[src/rtl/serial_deserializer.sv]
// Bit-serial to parallel word receiver with start-marker framing and a valid/ready word output.
// Optional even-parity beat after the data bits is enabled by defining SERIAL_DESERIALIZER_PARITY_EN.
module serial_deserializer #(
    parameter int WIDTH     = 8,
    parameter bit MSB_FIRST = 1'b0
) (
    input  logic             clk,
    input  logic             reset,
    input  logic             ser_valid,
    input  logic             ser_bit,
    input  logic             ser_start,
    output logic             ser_ready,
    output logic [WIDTH-1:0] word,
    output logic             word_valid,
    input  logic             word_ready,
    output logic             frame_err,
    output logic             parity_err,
    output logic [1:0]       dbg_state_o
);

    // Handshakes: a beat moves when ser_valid & ser_ready; a word moves when word_valid & word_ready.
    localparam int CW = $clog2(WIDTH + 1);

    localparam logic [1:0] S_IDLE  = 2'd0;
    localparam logic [1:0] S_SHIFT = 2'd1;
    localparam logic [1:0] S_HOLD  = 2'd2;
`ifdef SERIAL_DESERIALIZER_PARITY_EN
    localparam logic [1:0] S_PAR   = 2'd3;
`endif

    localparam int            FIRST_POS = MSB_FIRST ? WIDTH - 1 : 0;
    localparam logic [CW-1:0] LAST_K    = CW'(WIDTH - 1);

    logic [1:0]       state_q, state_d;
    logic [CW-1:0]    cnt_q, cnt_d;
    logic [WIDTH-1:0] word_q, word_d;
    logic             frame_err_q, frame_err_d;
    logic [CW-1:0]    bit_pos;
    logic             accept;

`ifdef SERIAL_DESERIALIZER_PARITY_EN
    logic parity_err_q, parity_err_d;
`endif

    assign ser_ready   = (state_q != S_HOLD);
    assign accept      = ser_valid & ser_ready;
    assign bit_pos     = MSB_FIRST ? (LAST_K - cnt_q) : cnt_q;
    assign word        = word_q;
    assign word_valid  = (state_q == S_HOLD);
    assign frame_err   = frame_err_q;
    assign dbg_state_o = state_q;

`ifdef SERIAL_DESERIALIZER_PARITY_EN
    assign parity_err = parity_err_q;
`else
    assign parity_err = 1'b0;
`endif

    always_comb begin
        state_d     = state_q;
        cnt_d       = cnt_q;
        word_d      = word_q;
        frame_err_d = 1'b0;
`ifdef SERIAL_DESERIALIZER_PARITY_EN
        parity_err_d = parity_err_q;
`endif
        // A start beat always opens a fresh frame; outside IDLE it also abandons a partial one.
        if (accept && ser_start) begin
            word_d            = '0;
            word_d[FIRST_POS] = ser_bit;
            cnt_d             = CW'(1);
            state_d           = S_SHIFT;
            frame_err_d       = (state_q != S_IDLE);
        end else begin
            case (state_q)
                S_IDLE: begin
                    if (accept) begin
                        frame_err_d = 1'b1;
                    end
                end
                S_SHIFT: begin
                    if (accept) begin
                        for (int i = 0; i < WIDTH; i++) begin
                            if (CW'(i) == bit_pos) begin
                                word_d[i] = ser_bit;
                            end
                        end
                        cnt_d = cnt_q + CW'(1);
                        if (cnt_q == LAST_K) begin
`ifdef SERIAL_DESERIALIZER_PARITY_EN
                            state_d = S_PAR;
`else
                            state_d = S_HOLD;
`endif
                        end
                    end
                end
`ifdef SERIAL_DESERIALIZER_PARITY_EN
                S_PAR: begin
                    if (accept) begin
                        parity_err_d = ^{word_q, ser_bit};
                        state_d      = S_HOLD;
                    end
                end
`endif
                S_HOLD: begin
                    if (word_ready) begin
                        state_d = S_IDLE;
                        cnt_d   = '0;
`ifdef SERIAL_DESERIALIZER_PARITY_EN
                        parity_err_d = 1'b0;
`endif
                    end
                end
                default: begin
                    state_d = S_IDLE;
                    cnt_d   = '0;
                end
            endcase
        end
    end

    always_ff @(posedge clk) begin
        if (reset) begin
            state_q     <= S_IDLE;
            cnt_q       <= '0;
            word_q      <= '0;
            frame_err_q <= 1'b0;
`ifdef SERIAL_DESERIALIZER_PARITY_EN
            parity_err_q <= 1'b0;
`endif
        end else begin
            state_q     <= state_d;
            cnt_q       <= cnt_d;
            word_q      <= word_d;
            frame_err_q <= frame_err_d;
`ifdef SERIAL_DESERIALIZER_PARITY_EN
            parity_err_q <= parity_err_d;
`endif
        end
    end

endmodule

[config.mk]
export PLATFORM = sky130hd
export DESIGN_NAME = serial_deserializer
export DESIGN_NICKNAME = d
export VERILOG_FILES = /design/src/rtl/serial_deserializer.sv
export SDC_FILE = /design/constraint.sdc
export NUM_CORES = 1
export LEC_CHECK = 0
export ABC_AREA = 1
export ABC_CLOCK_PERIOD_IN_PS = 2800
export CAP_MARGIN = 20
export CORE_ASPECT_RATIO = 1.25
export CORE_MARGIN = 2
export CORE_UTILIZATION = 50
export DETAILED_ROUTE_END_ITERATION = 7
export DONT_BUFFER_PORTS = 1
export MAX_ROUTING_LAYER = met4
export PLACE_DENSITY_LB_ADDON = 0.15
export SLEW_MARGIN = 10
export SYNTH_ARGS = -nofsm -noshare
export SYNTH_HDL_FRONTEND = slang
export SYNTH_SLANG_ARGS = --single-unit
[constraint.sdc]
create_clock -name clk -period 2.8 [get_ports clk]
set_input_delay 0.56 -clock clk [delete_from_list [all_inputs] [get_ports clk]]
set_output_delay 0.56 -clock clk [all_outputs]
set_load 0.02 [all_outputs]
### Word level (Yosys, flattened, before mapping)

Cells that the tools add are included.

* add/sub/neg operators: 1
* eq/ne operators: 18
* mux-type cells: 16
* bitwise logic cells: 2
* reduce and logical (&&, ||, !) cells: 20

Operators with widths (number)
* $reduce_and A3 Y1: 10
* $eq A3 B4 Y1 const A: 4
* $pmux W4 S3: 1
* $mux W1: 9
* $eq A2 B4 Y1 const A: 2
* $mux W4: 2
* $ne A2 B2 Y1 const B: 4
* $reduce_and A4 Y1: 2
* $reduce_bool A2 Y1: 4
* $mux W2: 3
* $ne A3 B3 Y1 const B: 2
* $pmux W2 S3: 1
* $add A4 B1 Y4 const B: 1
* $eq A1 B4 Y1 const A: 1
* $eq A4 B3 Y1 const B: 1
* $logic_not A4 Y1: 1
* $ne A3 B1 Y1 const B: 1
* $eq A2 B1 Y1 const B: 1
* $eq A2 B2 Y1 const B: 1
* $logic_not A2 Y1: 1
* $ne A2 B1 Y1 const B: 1
* $reduce_or A2 Y1: 1
* $and A1 B1 Y1: 1
* $logic_and A1 B1 Y1: 1
* $not A1 Y1: 1

* flip-flop bits (word level): 15
* input port bits: 6
* word-level logic and storage cells: 70

### Logic depth before layout (Yosys ltp)

Gate-level depths: netlist of the first run.

* depth after elaboration: 5
* mapped depth: 8

### Least setup slack after synthesis of the first run

No wires, ideal clock.

* path type: register to output
* start: register state_q[1] (netlist: dbg_state_o[1])
* end: output word_valid
* arrival time: 910 ps
* path slack: 1330 ps
* stages on the path, launching flop included: 3
* cell sequence: dfxtp_1 > nand2_2 > inv_2

* longest elaborated chain between the ends: 1

RTL lines
* from (decl): RTL line 34 `logic [1:0] state_q, state_d;`
* from (signal assigned): RTL line 133 `state_q <= state_d;`
* $eq A2 B2 Y1: RTL line 49 `assign word_valid = (state_q == S_HOLD);`
* to (decl): RTL line 14 `output logic word_valid,`

Every way passes these cells.

### Worst setup path after layout of the first run

Ends and elaborated chain as after synthesis.

==> flow_metrics.env, run 1 <==
export IMPL_ys_types=20
export IMPL_place_hpwl_um=1270
export IMPL_synth_simple_area_share=0.335
export IMPL_core_area_mm2=0.00158
export IMPL_whs_ps=324
export IMPL_synthCells=118
export IMPL_path_delay_family="flip-flops"
export IMPL_avgViaCountPerCell=5.53
export IMPL_cp_cell_sequence="nand2_2, inv_2"
export IMPL_multiInputGateArea_um2=455
export IMPL_period_share=0.668
export IMPL_setup_viol=0
export IMPL_drc=0
export IMPL_postCtsSetupBuffers=0
export IMPL_fmax_mhz=535
export IMPL_insertion_delay_ps=290
export IMPL_fillerInstances=174
export IMPL_crit_slowest_cell="dfxtp_1"
export IMPL_p_sw_mw=0.104
export IMPL_layout_nets=129
export IMPL_synth_top_family_by_area="simple AND/OR/NAND/NOR gates"
export IMPL_ys_seq_area_frac=0.356
export IMPL_ctsLongestPathBuffers=2
export IMPL_tns_ps=0
export IMPL_synth_mux_area_frac=0
export IMPL_grt_pass1_vias=720
export IMPL_setup_ws_ps=930
export IMPL_wl_um=1660
export IMPL_ys_seq_elements=15
export IMPL_overflow=0
export IMPL_antenna_found_initial=0
export IMPL_cts_inserted_buffers=3
export IMPL_cts_root_buf="clkbuf_4"
export IMPL_wire_per_inst_um=12.2
export IMPL_top_level_ports=20
export IMPL_htreeDepth=1
export IMPL_period_minus_slack_ps=1870
export IMPL_gp_congestion=0.827
export IMPL_cts_sinks=15
export IMPL_grt_max_degree=15
export IMPL_port_buffers=0
export IMPL_hold_viol=0
export IMPL_p_seq_frac=0.586
export IMPL_die_area_mm2=0.00203
export IMPL_synth_xor_area_share=0.0104
export IMPL_internal_power_mw=0.282
export IMPL_max_cap_viol_count=0
export IMPL_p_per_area_mw_per_mm2=451
export IMPL_cp_num_buf_inv=1
export IMPL_crit_type="flip-flop to output port"
export IMPL_drtIter0Drc=14
export IMPL_syn2layout_area_growth_pct=1.78
export IMPL_startpoint_type="flip-flop"
export IMPL_slowest_delay_ps=620
export IMPL_syn_area_um2=843
export IMPL_sw_frac_of_total=0.270
export IMPL_cp_max_fo=8
export IMPL_ys_top_cells_by_area="dfxtp_1 (36%), nand2_1 (11%), a21oi_1 (7.7%)"
export IMPL_fin_skew_ps=4.72
export IMPL_synthesis_nets=128
export IMPL_cts_tree="built"
export IMPL_die_w_um=40.7
export IMPL_grt_pass1_wl_um=2860
export IMPL_cts_clk_slew_worst_paths_ps=90
export IMPL_hp_class="primary input to flip-flop"
export IMPL_cp_end_kind="output port"
export IMPL_cts_hold_buffers=0
export IMPL_cts_resized=0
export IMPL_final_common_cell="nand2_1"
export IMPL_power_frac_comb=0.093
export IMPL_status="finished clean"
export IMPL_synth_top_cell_area_share=0.356
export IMPL_regArea_um2=300
export IMPL_cp_data_required_time_ps=2240
export IMPL_avgSynthCellArea_um2=7.15
export IMPL_dr_pass1_iters=4
export IMPL_yosys_area_top_type="dfxtp_1"
export IMPL_power_leakage_nw=0.341
export IMPL_drive_gt1_frac=0.161
export IMPL_core_rowCount=16
export IMPL_synth_adder_area_share=0.0593
export IMPL_gr_usage_all_layers=0.201
export IMPL_start_util=0.533
export IMPL_antennaDiodeCount=0
export IMPL_arrival_ps=1310
export IMPL_num_vias=752
export IMPL_slew_viol_final=0
export IMPL_die_h_um=49.9
export IMPL_dpl_worst_slack_ps=1260
export IMPL_mostFrequentLayoutCells="nand2_1 (25), dfxtp_1 (15), a21oi_1 (13), nand3_1 (13), inv_1 (10)"
export IMPL_antenna_left=0
export IMPL_p_clk_frac=0.322
export IMPL_ys_warn_count=0
export IMPL_synth_compound_area_frac=0.131
export IMPL_peakVddDrop_mv=0.273
export IMPL_rsz0062_at_grt="false"
-- routing by layer --
| layer | vias up | wire length, µm | GRT usage |
|---|---|---|---|
| met2 | 22 | 837 | 0.307 |
| met4 | 0 | 25 | 0.0778 |
| li1 | 381 | - | - |
| met3 | 5 | 72 | 0.0495 |
| met1 | 344 | 727 | 0.245 |
| met5 | - | 0 | - |
-- power by group through the flow --
stage / clock [mW] / sequential [mW] / combinational [mW]
final: 0.124 / 0.227 / 0.0359
after CTS: 0.126 / 0.227 / 0.0366
after detailed placement: 0 / 0.232 / 0.0365
after global placement: 0 / 0.232 / 0.0353
after floorplan: 0 / 0.231 / 0.0357
after global routing: 0.140 / 0.228 / 0.0407
-- registers in the layout (all words and copies together), names as in the netlist --
register	flops
word	8
frame_err	1
bit_pos	4
dbg_state_o	2
-- path summary, 6_finish.rpt --
check | from | to | slack, ps | cells after the start
setup / recovery | dbg_state_o[1] | word_valid | 930 | 2
hold / removal | reset | bit_pos[0] | 320 | 1
setup reg to reg | dbg_state_o[0] | bit_pos[3] | 1250 | 7
hold reg to reg | bit_pos[0] | bit_pos[0] | 510 | 2
-- cells in the mapped netlist (all sizes together) --
library cell / instances
a21oi: 17
buf: 3
clkbuf: 1
conb: 1
dfxtp: 15
ha: 4
inv: 14
nand2: 28
nand3: 14
nand4: 6
nor2: 12
o21ai: 2
xor2: 1
-- cells by family after synthesis --
kind of cell | Yosys count
buffers and inverters | 18
and+or+nand+nor | 60
AOI/OAI and AO/OA | 19
DFF | 15
xor gates and xnor gates | 1
other | 1
adders and majority gates | 4
-- cell type report --
class                   count  share of cell area
flip-flops and latches     15               0.350
well taps                  18              0.0262
clock buffers               3              0.0262
inverters                  14              0.0612
clock inverters             1             0.00583
multi-input cells          85               0.531
-- metrics by stage --
step                      cells   util  power [mW]  area (µm²)
after CTS                   136  0.543       0.389         858
final                       136  0.543       0.387         858
after global routing        136  0.543       0.408         858
after floorplan             118      -       0.266         843
after global placement      132  0.525       0.267         831
after detailed placement    132  0.525       0.268         831
Power figures use the tool's default switching activity.
==> run 2: changes to the inputs <==
--- a/config.mk
+++ b/config.mk
@@ -6,7 +6,7 @@
 export NUM_CORES = 1
 export LEC_CHECK = 0
 export ABC_AREA = 1
-export ABC_CLOCK_PERIOD_IN_PS = 2800
+export ABC_CLOCK_PERIOD_IN_PS = 1600
 export CAP_MARGIN = 20
 export CORE_ASPECT_RATIO = 1.25
 export CORE_MARGIN = 2
==> constraint.sdc (replaced) <==
create_clock -name clk -period 1.6 [get_ports clk]
set_input_delay 0.32 -clock clk [delete_from_list [all_inputs] [get_ports clk]]
set_output_delay 0.32 -clock clk [all_outputs]
set_load 0.02 [all_outputs]
==> run 2 against run 1 <==
Compared with the run above:
- global-route usage increased by 0.21 points
- clock power rose by 77%
- non-clock buffer count is 3 higher
- clock-buffer cell count increased by 1
- worst hold slack worse by 240 ps
- via count is 0.53% higher
- flip-flop and latch count stayed put
- largest power group unchanged
==> flow_metrics.env, run 2 (synthesis gave the netlist of run 1 again) <==
export IMPL_final_common_cell="nand2_1"
export IMPL_rrSetupSlack_ps=350
export IMPL_arrival_ps=1020
export IMPL_startpoint_type="flip-flop"
export IMPL_cts_hold_buffers=0
export IMPL_cts_resized=0
export IMPL_overflow=0
export IMPL_die_h_um=49.9
export IMPL_crit_type="flip-flop to output port"
export IMPL_final_util=0.556
export IMPL_power_leakage_nw=0.353
export IMPL_fin_skew_ps=1.81
export IMPL_postCtsSetupBuffers=0
export IMPL_core_area_mm2=0.00158
export IMPL_wl_um=1690
export IMPL_antennaDiodeCount=0
export IMPL_drtIter0Drc=8
export IMPL_hold_path_depth=1
export IMPL_hold_end="frame_err"
export IMPL_peakVddDrop_mv=0.496
export IMPL_hp_class="primary input to flip-flop"
export IMPL_slew_viol_final=0
export IMPL_grt_max_degree=15
export IMPL_avgViaCountPerCell=5.44
export IMPL_regArea_um2=300
export IMPL_grt_pass1_vias=705
export IMPL_top_level_ports=20
export IMPL_antenna_found_initial=0
export IMPL_num_vias=756
export IMPL_largest_reg_flops=8
export IMPL_tns_ps=0
export IMPL_drive_gt1_frac=0.174
export IMPL_p_per_area_mw_per_mm2=775
export IMPL_r2r_start="bit_pos[1]"
export IMPL_crit_slowest_cell="dfxtp_1"
export IMPL_cp_max_fo=4
export IMPL_htreeDepth=1
export IMPL_antenna_left=0
export IMPL_core_rowCount=16
export IMPL_layout_nets=132
export IMPL_r2r_end="word[7]"
export IMPL_fmax_mhz=748
export IMPL_path_delay_family="flip-flops"
export IMPL_insertion_delay_ps=290
export IMPL_cp_cell_sequence="inv_2, nand2_2, buf_4"
export IMPL_cts_inserted_buffers=3
export IMPL_status="finished clean"
export IMPL_max_cap_viol_count=0
export IMPL_gp_congestion=0.837
export IMPL_cts_clk_slew_worst_paths_ps=90
export IMPL_period_minus_slack_ps=1340
export IMPL_cp_num_buf_inv=2
export IMPL_multiInputGateArea_um2=455
export IMPL_port_buffers=0
export IMPL_fillerInstances=164
export IMPL_cp_end_kind="output port"
export IMPL_r2r_cells=6
export IMPL_wire_per_inst_um=12.1
export IMPL_rsz0062_at_grt="false"
export IMPL_cts_sinks=15
export IMPL_setup_viol=0
export IMPL_hold_viol=0
export IMPL_syn2layout_area_growth_pct=4.30
export IMPL_mostFrequentLayoutCells="nand2_1 (25), dfxtp_1 (15), a21oi_1 (13), nand3_1 (13), inv_1 (10)"
export IMPL_start_util=0.533
export IMPL_die_w_um=40.7
export IMPL_ctsLongestPathBuffers=2
export IMPL_dr_pass1_iters=4
export IMPL_cts_root_buf="clkbuf_4"
export IMPL_period_share=0.835
export IMPL_min_from="reset"
export IMPL_die_area_mm2=0.00203
export IMPL_place_hpwl_um=1320
export IMPL_cts_tree="built"
export IMPL_drc=0
export IMPL_gr_usage_all_layers=0.203
export IMPL_slowest_delay_ps=400
export IMPL_cp_data_required_time_ps=1280
export IMPL_grt_pass1_wl_um=2760
## run 2: cell types whose count changed in the layout (fill, tap and decap cells not counted), sizes merged
cell,before,now
clkbuf,3,4
clkinv,1,0
buf,0,3
## run 2: worst register-to-register path: cells and delay by family, from the launching register on
kind / cells / cell delay (ps)
DFF: 1 / 430
adders and majority gates: 1 / 250
and+or+nand+nor: 3 / 320
buffers and inverters: 1 / 100
AOI/OAI and AO/OA: 1 / 50
## run 2: cell type report
| cell class | instances | share of cell area |
|---|---|---|
| multi-input cells | 85 | 0.518 |
| clock buffers | 4 | 0.0299 |
| inverters | 14 | 0.0597 |
| repair buffers | 3 | 0.0256 |
| well taps | 18 | 0.0256 |
| flip-flops and latches | 15 | 0.341 |
## run 2: where the power goes
| part | switching [mW] | internal (mW) | leakage [nW] |
|---|---|---|---|
| clock | 0.123 | 0.0972 | 0.0150 |
| sequential | 0.0117 | 0.381 | 0.122 |
| combinational | 0.0472 | 0.0218 | 0.216 |
| total | 0.182 | 0.500 | 0.353 |
## run 2: worst max-delay path by stage
stage                 to  depth (start not counted)            from  slack [ps]
2_1_floorplan    word[1]                          6  dbg_state_o[0]         310
3_3_place_gp     word[7]                          6      bit_pos[1]         400
3_5_place_dp     word[3]                          4      bit_pos[2]         370
4_1_cts        ser_ready                          3  dbg_state_o[0]         260
5_1_grt        ser_ready                          2  dbg_state_o[1]         210
6_report       ser_ready                          3  dbg_state_o[0]         260
## run 2: routing by layer
layer / global-route usage / wire length [µm] / part of all wire
met5: - / 0 / 0
met4: 0.100 / 39 / 0.023
met3: 0.0631 / 84 / 0.050
met2: 0.312 / 818 / 0.49
met1: 0.226 / 742 / 0.44
## run 2: metrics by stage
step | std cells | setup slack (ps) | power, mW | instance area, µm² | hold slack (ps)
2_1_floorplan | 118 | 306 | 0.466 | 843 | 389
3_5_place_dp | 135 | 367 | 0.471 | 853 | 393
6_report | 139 | 264 | 0.682 | 880 | 83.0
3_3_place_gp | 135 | 400 | 0.471 | 853 | 391
5_1_grt | 139 | 212 | 0.719 | 880 | 67.8
4_1_cts | 139 | 265 | 0.685 | 880 | 89.8
